$ cat config.mk
export PLATFORM = sky130hd
export DESIGN_NAME = birth_scroll_ctrl
export DESIGN_NICKNAME = d
export VERILOG_FILES = /design/src/rtl/birth_scroll_ctrl.sv
export SDC_FILE = /design/constraint.sdc
export NUM_CORES = 1
export LEC_CHECK = 0
export BUFFER_PORTS_ARGS = -buffer_cell sky130_fd_sc_hd__clkbuf_2
export CAP_MARGIN = 5
export CORE_ASPECT_RATIO = 0.6
export CORE_MARGIN = 5
export CORE_UTILIZATION = 55
export CTS_CLUSTER_SIZE = 10
export DETAILED_ROUTE_END_ITERATION = 7
export GPL_ROUTABILITY_DRIVEN = 1
export PLACE_DENSITY = 0.81
export RECOVER_POWER = 100
export SYNTH_ARGS = -nofsm -noshare
export SYNTH_HDL_FRONTEND = slang
export SYNTH_SLANG_ARGS = --single-unit
$ cat constraint.sdc
create_clock -name clk -period 3.1 [get_ports clk]
set_clock_uncertainty 0.05 [all_clocks]
set_input_delay 0.465 -clock clk [delete_from_list [all_inputs] [get_ports clk]]
set_output_delay 0.465 -clock clk [all_outputs]
set_load 0.03 [all_outputs]
$ cat src/rtl/birth_scroll_ctrl.sv
// Scans a 4-digit common-anode display through the birthday-code converter and scrolls
// a 4-digit window around the 8-digit code; start/stop pulses drive an IDLE/RUN/PAUSE FSM.
module birth_scroll_ctrl #(
  parameter int SCAN_DIV   = 50000,
  parameter int SCROLL_DIV = 25000000
) (
  input  logic       clk,
  input  logic       rst,
  input  logic       start,
  input  logic       stop,
  input  logic       dir,
  input  logic [6:0] seg_in,
  output logic [2:0] cnt,
  output logic [3:0] an,
  output logic [6:0] seg_out,
  output logic [2:0] offset,
  output logic       running
);

  localparam int SCAN_W   = $clog2(SCAN_DIV);
  localparam int SCROLL_W = $clog2(SCROLL_DIV);

  typedef enum logic [1:0] {IDLE = 2'd0, RUN = 2'd1, PAUSE = 2'd2} state_t;

  state_t                state_reg, state_next;
  logic [SCAN_W-1:0]     scan_cnt_reg, scan_cnt_next;
  logic [SCROLL_W-1:0]   scroll_cnt_reg, scroll_cnt_next;
  logic [1:0]            scan_idx_reg, scan_idx_next;
  logic [2:0]            offset_reg, offset_next;
  logic                  scan_tick, scroll_tick, clear;

  // State register
  always_ff @(posedge clk or posedge rst) begin
    if (rst) state_reg <= IDLE;
    else     state_reg <= state_next;
  end

  // Next-state logic; stop has priority over start everywhere
  always_comb begin
    state_next = state_reg;
    case (state_reg)
      IDLE:    if (start && !stop) state_next = RUN;
      RUN:     if (stop)           state_next = PAUSE;
      PAUSE:   if (stop)           state_next = IDLE;
               else if (start)     state_next = RUN;
      default:                     state_next = IDLE;
    endcase
  end

  assign clear       = (state_reg == PAUSE) && stop;
  assign scan_tick   = (state_reg != IDLE) && (scan_cnt_reg == SCAN_W'(SCAN_DIV - 1));
  assign scroll_tick = (state_reg == RUN) && (scroll_cnt_reg == SCROLL_W'(SCROLL_DIV - 1));

  // Prescalers, scan index and window offset. The RUN cycle that sees stop still
  // counts and may shift; the PAUSE->IDLE edge wipes everything instead.
  always_comb begin
    scan_cnt_next   = scan_cnt_reg;
    scroll_cnt_next = scroll_cnt_reg;
    scan_idx_next   = scan_idx_reg;
    offset_next     = offset_reg;
    if (state_reg == IDLE || clear) begin
      scan_cnt_next   = '0;
      scroll_cnt_next = '0;
      scan_idx_next   = '0;
      offset_next     = '0;
    end else begin
      scan_cnt_next = scan_tick ? '0 : scan_cnt_reg + SCAN_W'(1);
      if (scan_tick) scan_idx_next = scan_idx_reg + 2'd1;
      if (state_reg == RUN) begin
        scroll_cnt_next = scroll_tick ? '0 : scroll_cnt_reg + SCROLL_W'(1);
        if (scroll_tick) offset_next = dir ? offset_reg - 3'd1 : offset_reg + 3'd1;
      end
    end
  end

  always_ff @(posedge clk or posedge rst) begin
    if (rst) begin
      scan_cnt_reg   <= '0;
      scroll_cnt_reg <= '0;
      scan_idx_reg   <= '0;
      offset_reg     <= '0;
    end else begin
      scan_cnt_reg   <= scan_cnt_next;
      scroll_cnt_reg <= scroll_cnt_next;
      scan_idx_reg   <= scan_idx_next;
      offset_reg     <= offset_next;
    end
  end

  // Output decode, purely from registered state
  always_comb begin
    cnt     = offset_reg + {1'b0, scan_idx_reg};
    offset  = offset_reg;
    running = (state_reg == RUN);
    if (state_reg == IDLE) begin
      an      = 4'b1111;
      seg_out = 7'h7F;
    end else begin
      an      = ~(4'b0001 << scan_idx_reg);
      seg_out = seg_in;
    end
  end

endmodule

=== After elaboration in Yosys (flattened, before gate mapping) ===
Cells that the tools add are included.

* Add/subtract/negate cells: 6
* Reduce and logical (&&, ||, !) cells: 13
* Equal/unequal tests: 7
* Bitwise gates (word level): 1
* Muxes and demuxes: 18
* Shift operators: 1

{| class="wikitable"
|+ Operators by type and width
! operator !! number
|-
| $mux W25 || 3
|-
| $mux W16 || 2
|-
| $add A25 B1 Y25 const B || 1
|-
| $eq A25 B25 Y1 const B || 1
|-
| $add A16 B1 Y16 const B || 1
|-
| $eq A16 B16 Y1 const B || 1
|-
| $mux W2 || 6
|-
| $mux W3 || 4
|-
| $reduce_bool A2 Y1 || 4
|-
| $mux W7 || 1
|-
| $pmux W2 S3 || 1
|-
| $logic_and A1 B1 Y1 || 4
|-
| $mux W4 || 1
|-
| $ne A2 B2 Y1 const B || 2
|-
| $not A4 Y4 || 1
|-
| $shl A1 B2 Y4 const A || 1
|-
| $add A3 B1 Y3 const B || 1
|-
| $add A3 B2 Y3 || 1
|-
| $ne A3 B3 Y1 const B || 1
|-
| $reduce_and A3 Y1 || 1
|-
| $sub A3 B1 Y3 const B || 1
|-
| $add A2 B1 Y2 const B || 1
|-
| $eq A2 B1 Y1 const B || 1
|-
| $eq A2 B2 Y1 const B || 1
|-
| 4 further kinds || 4
|}

* Register bits: 48
* Input port bits: 12
* Logic and storage cells: 51

=== Depth between registers and ports, before layout ===
Gate-level depths: netlist of the first run.

* Depth after elaboration: 5
* Gate-level depth with buffers: 7
* Mapped depth without buffers: 5

=== Least setup slack after synthesis of the first run ===
No wires, ideal clock.

* Kind: register to output
* From: register offset_reg[0] (netlist: offset[0])
* To: output port cnt[2]
* Buffers on the path: 0
* Arrival: 1723 ps
* Cell stages (with the launch flop): 5
* Required time: 2585 ps
* Slack: 862 ps
* Cells stage by stage: dfrtp_1 -> ha_1 -> inv_1 -> fa_1 -> xnor2_1

* Longest elaborated chain between the ends: 1

{| class="wikitable"
|+ RTL lines
! item !! RTL line !! RTL
|-
| start, declared || 29 || <nowiki>logic [2:0] offset_reg, offset_next;</nowiki>
|-
| start signal, assigned || 86 || <nowiki>offset_reg <= offset_next;</nowiki>
|-
| $add A3 B2 Y3 || 92 || <nowiki>cnt = offset_reg + {1'b0, scan_idx_reg};</nowiki>
|-
| end, declared || 13 || <nowiki>output logic [2:0] cnt,</nowiki>
|}

No other way between the ends.

=== Worst setup path in the final report of the first run ===
* From: register scroll_cnt_reg[21]
* To: register scroll_cnt_reg[5]

* Longest elaborated chain between the ends: 5

{| class="wikitable"
|+ RTL lines
! item !! RTL line !! RTL
|-
| start, declared || 27 || <nowiki>logic [SCROLL_W-1:0] scroll_cnt_reg, scroll_cnt_next;</nowiki>
|-
| start signal, assigned || 84 || <nowiki>scroll_cnt_reg <= scroll_cnt_next;</nowiki>
|-
| $eq A25 B25 Y1 || 52 || <nowiki>assign scroll_tick = (state_reg == RUN) && (scroll_cnt_reg == SCROLL_W'(SCROLL_DIV - 1));</nowiki>
|-
| $logic_and A1 B1 Y1 || 52 ||
|-
| $mux W25 || 70 || <nowiki>scroll_cnt_next = scroll_tick ? '0 : scroll_cnt_reg + SCROLL_W'(1);</nowiki>
|-
| $mux W25 || 69 || <nowiki>if (state_reg == RUN) begin</nowiki>
|-
| $mux W25 || 61 || <nowiki>if (state_reg == IDLE || clear) begin</nowiki>
|}

No other way between the ends. The select of a mux whose other input is x is not followed.
A chain may end at the register's enable or synchronous reset.

==> out/results.tsv, run 1 <==
stage	metric	value	unit
detailed_routing	detail-route-antenna-nets	0	
sta	fin_setup_tns	0	ns
final_layout	drive_above_1_share	0.0917	
detailed_routing	viasPerCell	6.04	
critical_path	crit_family	simple AND/OR/NAND/NOR gates	
detailed_routing	wl_met1	3.27	mm
clock_network	cts_tree	yes	
placement	io_buffers	29	
critical_path	path_depth	5	
global_route	grt_pass1_vias	2115	
synthesis	syn-num-nets	321	
hold_path	hold_depth	2	
detailed_routing	top_layer	met4	
power_and_ir_drop	ir_drop	0.000256	V
critical_path	cp-start-kind	register	
detailed_routing	drc	0	
critical_path	reg2regPathDepth	5	
clock_network	postCtsSetupBuffers	0	
job	maxCapViolations	1	
detailed_routing	wl_per_cell	15.6	um
critical_path	slowest_stage	clkbuf_1	
synthesis	synth_area_per_cell	9.19	um^2
clock_network	hold_buffers	0	
synthesis	synth-seq-cells	48	
critical_path	cp.arrival	2.59	ns
final_layout	final_cell_mix	48 x dfrtp_1, 28 x a21oi_1, 20 x nor2_1	
final_layout	layout_commonest_cell	dfrtp_1	
global_route	grt_usage	0.201	
final_layout	fillCellCount	418	
global_route	grt_max_degree	49	
final_layout	largest_register_ffs	25	
synthesis	synth_ff_type	dfrtp_1	
detailed_routing	via_count	2373	
floorplan	dieWidth	101	um
final_layout	antenna_cells	0	
critical_path	r2r_start	scroll_cnt_reg[21]	
final_layout	area_growth_syn_to_layout	9.57	%
floorplan	coreArea	0.00495	mm^2
synthesis	synth_edf_count	0	
global_route	overflow	0	
sta	period_needed	2.48	ns
synthesis	syn_inst	300	
clock_network	htree_levels	2	
clock_network	clock_latency	0.32	ns
synthesis	synth.distinct_cells	41	
detailed_routing	dr_wl_met3	408	um
critical_path	crit_path_end_kind	register	
detailed_routing	wl_met2	2.38	mm
detailed_routing	routed_wl	6.13	mm
critical_path	cp_max_fo	22	
sta	setup_viol	0	
global_route	grt_pass1_wl	10.5	mm
clock_network	cts_max_path_buffers	2	
floorplan	initial_core_util	0.557	
sta	timing.final.crit_share	0.801	
synthesis	synth_warnings	0	
sta	tightest_slew	1.81	ns
synthesis	async_reset_ff_frac	1.00	
clock_network	clk_pin_slew	0.09	ns
sta	timing.fmax	403	MHz
power_and_ir_drop	power.leakage	1.12	nW
hold_path	min_from	stop	
detailed_routing	drt-initial-drc-count	183	
power_and_ir_drop	p_per_area	408	mW/mm^2
critical_path	crit_required	3.20	ns
sta	slew_headroom	-0.210	
floorplan	die_area	0.00658	mm^2
clock_network	numCtsBuffers	5	
global_route	antenna_found_initial	0	
floorplan	num_rows	20	
run_status	violations	capacitance limit, slew limit	
sta	slew_viol_final	49	
final_layout	nNetsFinal	347	
floorplan	io_pins	30	
critical_path	crit_buf_inv	1	
sta	grt_setup_unrepaired	false	
placement	place.gp.congestion	0.797	
synthesis	syn_area	0.00276	mm^2
clock_network	cts_root_buffer	clkbuf_8	
run_status	status	complete, but fails checks	
placement	dpl.cell_count	385	
clock_network	cts_resized	0	
floorplan	dieHeight	64.9	um
placement	dpl.hpwl	4.30	mm
critical_path	crit_type	reg2reg	
synthesis	ys_seq_area_frac	0.436	
final_layout	fin_util	0.610	
detailed_routing	drtPass1Iterations	4	
clock_network	cts.sinks	48	
critical_path	critPathLaunch	scroll_cnt_reg[21]	
sta	hold_viol	0	
final_layout	fin_cells	393	
critical_path	critPathMaxStageDelay	0.78	ns
hold_path	hp-class	in2reg	
critical_path	cp_cell_sequence	nand3_1 > or4_1 > o21bai_1 > clkbuf_1 > nor2_1	
[power by group]
part	internal [W]	leakage (nW)	switching, W
combinational	0.0000279	0.403	0.0000822
sequential	0.000632	0.668	0.00000958
clock	0.000243	0.0548	0.000238
[synth_stat cells, drive strengths merged, types with 6 or more instances]
library cell	n	area [um^2]
nand4	7	43.8
o31ai	14	105
xnor2	12	105
buf	6	35.0
dfrtp	48	1200
nand2	17	63.8
or3	15	93.8
or2	9	56.3
nand3	19	95.1
o21ai	18	90.1
nor4	6	37.5
a21oi	28	140
ha	7	87.6
inv	15	56.3
nor2	20	75.1
or4	15	113
[cell type report]
type | instances | area (um^2) | area share
clock inverter | 3 | 46.3 | 0.0153
timing repair buffer | 30 | 126 | 0.0418
sequential | 48 | 1200 | 0.398
multi-input combinational | 226 | 1440 | 0.477
clock buffer | 5 | 68.8 | 0.0228
inverter | 15 | 56.3 | 0.0186
tap | 66 | 82.6 | 0.0273
[layer usage]
| metal | up-vias | track usage |
|---|---|---|
| met4 | 0 | 0.0630 |
| met3 | 7 | 0.0376 |
| met5 | - | 0 |
| met1 | 1147 | 0.318 |
| met2 | 63 | 0.271 |
| li1 | 1156 | - |
[worst paths after layout]
| kind | slack, ns | endpoint |
|---|---|---|
| worst min register to register | 0.44 | scan_cnt_reg[0] |
| min in group asynchronous | 0.63 | scan_cnt_reg[6] |
| worst max register to register | 0.62 | scroll_cnt_reg[5] |
| max in group asynchronous | 1.30 | scroll_cnt_reg[20] |
| worst max-delay path | 0.62 | scroll_cnt_reg[5] |
| worst min-delay path | 0.31 | state_reg[0] |
[cell families after synthesis]
family	share of synthesized area
buffers and inverters	0.0408
adder cells (fa/ha/maj)	0.0463
XOR/XNOR	0.0540
flip-flops	0.436
AO/OA/AOI/OAI	0.146
multiplexers	0.00817
AND/OR/NAND/NOR	0.270
[through the flow]
step	power (W)	setup WS, ns	hold WS (ns)	cell area, um^2
final	0.00123	0.616	0.309	3020
after global routing	0.00128	0.372	0.305	3020
after CTS	0.00124	0.802	0.302	3050
after detailed placement	0.000771	0.747	0.414	2940
after global placement	0.000769	0.849	0.411	2940
after floorplan	0.000739	0.862	0.383	2760
(Power assumes the default switching activity.)
==> run 2: changes to the inputs <==
--- a/config.mk
+++ b/config.mk
@@ -9,11 +9,11 @@
 export CAP_MARGIN = 5
 export CORE_ASPECT_RATIO = 0.6
 export CORE_MARGIN = 5
-export CORE_UTILIZATION = 55
+export CORE_UTILIZATION = 53
 export CTS_CLUSTER_SIZE = 10
 export DETAILED_ROUTE_END_ITERATION = 7
 export GPL_ROUTABILITY_DRIVEN = 1
-export PLACE_DENSITY = 0.81
+export PLACE_DENSITY = 0.82
 export RECOVER_POWER = 100
 export SYNTH_ARGS = -nofsm -noshare
 export SYNTH_HDL_FRONTEND = slang
==> constraint.sdc (replaced) <==
create_clock -name clk -period 2.01 [get_ports clk]
set_clock_uncertainty 0.05 [all_clocks]
set_input_delay 0.3015 -clock clk [delete_from_list [all_inputs] [get_ports clk]]
set_output_delay 0.3015 -clock clk [all_outputs]
set_load 0.03 [all_outputs]
==> run 2 against run 1 <==
The run now ends clean. Routed wire length increased by 16%. Clock power is 100% higher. Critical path depth is the same. Sequential power grew 54%. Via count grew 9.7%. Final cell count up 6.9%. Register-to-register slack got worse by 0.55 ns. Combinational power grew 94%. Sequential cell count unchanged. Sequential share of layout area fell by 3.8 points. Worst hold slack got worse by 0.17 ns. Setup slack got worse by 0.57 ns. Critical path type is now reg2out. Critical endpoint is now cnt[1]. Largest cell class unchanged.
==> out/results.tsv, run 2 (synthesized netlist as in run 1, its figures left out) <==
stage	metric	value	unit	change
job	maxCapViolations	0		-1
global_route	antenna_found_initial	0		unchanged
power_and_ir_drop	power.leakage	1.35	nW	+20%
critical_path	r2r_start	scroll_cnt_reg[0]		
floorplan	num_rows	20		unchanged
critical_path	crit_path_end_kind	output port		
critical_path	critPathLaunch	scan_idx_reg[0]		
detailed_routing	viasPerCell	6.20		+2.7%
power_and_ir_drop	p_per_area	645	mW/mm^2	+58%
sta	grt_setup_unrepaired	true		
sta	hold_viol	0		unchanged
sta	slew_viol_final	0		-100%
final_layout	final_area	0.00335	mm^2	+11%
final_layout	drive_above_1_share	0.234		+0.143
critical_path	critPathMaxStageDelay	0.42	ns	-0.36 ns
clock_network	htree_levels	2		unchanged
detailed_routing	drt-initial-drc-count	157		-14%
critical_path	worst_path_most_repeated_cell	inv_1		
power_and_ir_drop	ir_drop	0.000418	V	+63%
critical_path	cp-start-kind	register		
global_route	overflow	0		unchanged
floorplan	dieHeight	65.9	um	+1.6%
run_status	status	completed		
detailed_routing	routed_wl	7.10	mm	+16%
final_layout	area_growth_syn_to_layout	21.4	%	
critical_path	cp.arrival	1.62	ns	-0.97 ns
clock_network	numCtsBuffers	5		unchanged
final_layout	layout_commonest_cell	dfrtp_1		
sta	timing.final.crit_share	0.979		
detailed_routing	via_count	2604		+9.7%
clock_network	clk_pin_slew	0.09	ns	about the same
sta	period_needed	1.97	ns	
sta	timing.fmax	508	MHz	
critical_path	cp_cell_sequence	ha_1 > inv_1 > fa_2 > inv_1 > buf_4		
final_layout	final_cell_mix	46 x dfrtp_1, 28 x a21oi_1, 26 x clkbuf_2, 26 x buf_4		
final_layout	antenna_cells	0		unchanged
floorplan	io_pins	30		unchanged
critical_path	slowest_stage	dfrtp_2		
floorplan	die_area	0.00679	mm^2	+3.3%
clock_network	cts_root_buffer	clkbuf_8		
placement	place.gp.congestion	0.858		+7.6%
global_route	grt_pass1_vias	2296		+8.6%
final_layout	fin_cells	420		+6.9%
critical_path	crit_type	reg2out		
global_route	grt_usage	0.212		+0.0115
sta	tightest_slew	1.08	ns	-0.730 ns
final_layout	nNetsFinal	374		+7.8%
detailed_routing	wl_per_cell	16.9	um	+8.3%
clock_network	cts_tree	yes		
hold_path	min_from	start		
critical_path	crit_family	adder cells		
global_route	grt_max_degree	49		unchanged
clock_network	cts.sinks	48		unchanged
global_route	grt_pass1_wl	11.2	mm	+7.3%
floorplan	initial_core_util	0.546		-0.0110
detailed_routing	drtPass1Iterations	5		+1
floorplan	dieWidth	103	um	+1.7%
critical_path	cp_max_fo	2		-91%
detailed_routing	drc	0		unchanged
placement	io_buffers	29		unchanged
placement	dpl.cell_count	403		+4.7%
final_layout	largest_register_ffs	25		unchanged
critical_path	crit_buf_inv	3		+2
floorplan	coreArea	0.00505	mm^2	+2.0%
power_and_ir_drop	total_power	0.00216	W	+75%
hold_path	hp-class	in2reg		
critical_path	crit_required	1.66	ns	-1.54 ns
detailed_routing	detail-route-antenna-nets	0		unchanged
placement	placed_area	0.00310	mm^2	+5.7%
placement	dpl.hpwl	4.91	mm	+14%
clock_network	clock_latency	0.31	ns	about the same
sta	setup_viol	0		unchanged
sta	slew_headroom	0.278		+0.488
clock_network	cts_max_path_buffers	2		unchanged
==> run 2: cell types whose count changed in the layout (fill, tap and decap cells not counted), sizes merged <==
| cell | previous run | this run |
|---|---|---|
| buf | 0 | 29 |
| clkinvlp | 1 | 0 |
| bufinv | 1 | 3 |
| clkinv | 0 | 1 |
| inv | 16 | 14 |
| clkbuf | 35 | 32 |
| dlygate4sd3 | 0 | 1 |
==> run 2: metal layers <==
metal	global-route usage	part of all wire	vias up
li1	-	-	1200
met1	0.326	0.46	1253
met2	0.292	0.43	136
met3	0.0443	0.095	15
met4	0.0743	0.020	0
met5	0	0	-
==> run 2: worst register-to-register path: stages (launching register included) <==
cell and delay [ns]:
dfrtp_1 0.42, ha_2 0.23, nand3_1 0.15, a211o_4 0.34
buf_4 0.18, or3_1 0.35, a21oi_1 0.15
==> run 2: path summary, 6_finish.rpt <==
| kind | to | slack (ns) | depth (start not counted) |
|---|---|---|---|
| setup reg to reg | scroll_cnt_reg[8] | 0.07 | 6 |
| hold reg to reg | scan_cnt_reg[0] | 0.41 | 1 |
| setup / recovery | cnt[1] | 0.04 | 5 |
| min in group asynchronous | scan_cnt_reg[7] | 0.80 | 4 |
| hold / removal | state_reg[1] | 0.14 | 2 |
| max in group asynchronous | scan_idx_reg[0] | 0.36 | 4 |
==> run 2: per-stage QoR <==
| step | setup WS, ns | utilization | TNS, ns | hold slack, ns |
|---|---|---|---|---|
| 2_1_floorplan | 0.0848 | - | 0 | 0.315 |
| 3_3_place_gp | 0.159 | 0.614 | 0 | 0.295 |
| 5_1_grt | -0.00603 | 0.662 | -0.0119 | 0.149 |
| 3_5_place_dp | 0.0896 | 0.614 | 0 | 0.296 |
| 6_report | 0.0420 | 0.662 | 0 | 0.140 |
| 4_1_cts | 0.000769 | 0.651 | 0 | 0.129 |
==> run 2: what timing repair did <==
action / in CTS / in global routing
cloned: 0 / 0
hold endpoints to repair: 48 / 0
hold buffers: 1 / 0
setup buffers: 2 / 6
pin swaps: 0 / 2
resized for setup: 2 / 12
endpoints found under the setup margin: 2 / 31
==> run 2: layout make-up <==
cell class,instances,area [um^2]
timing repair buffer,57,375
fill,381,1710
clock inverter,3,90.1
sequential,48,1200
multi-input combinational,226,1470
tap,66,82.6
inverter,15,56.3
clock buffer,5,68.8
==> run 2: report_power, final <==
| group | switching (W) | leakage, nW | internal [W] | total [W] |
|---|---|---|---|---|
| Clock | 0.000338 | 0.0784 | 0.000622 | 0.000960 |
| Sequential | 0.0000117 | 0.664 | 0.000975 | 0.000987 |
| Combinational | 0.000145 | 0.609 | 0.0000684 | 0.000213 |
| Total | 0.000494 | 1.35 | 0.00167 | 0.00216 |
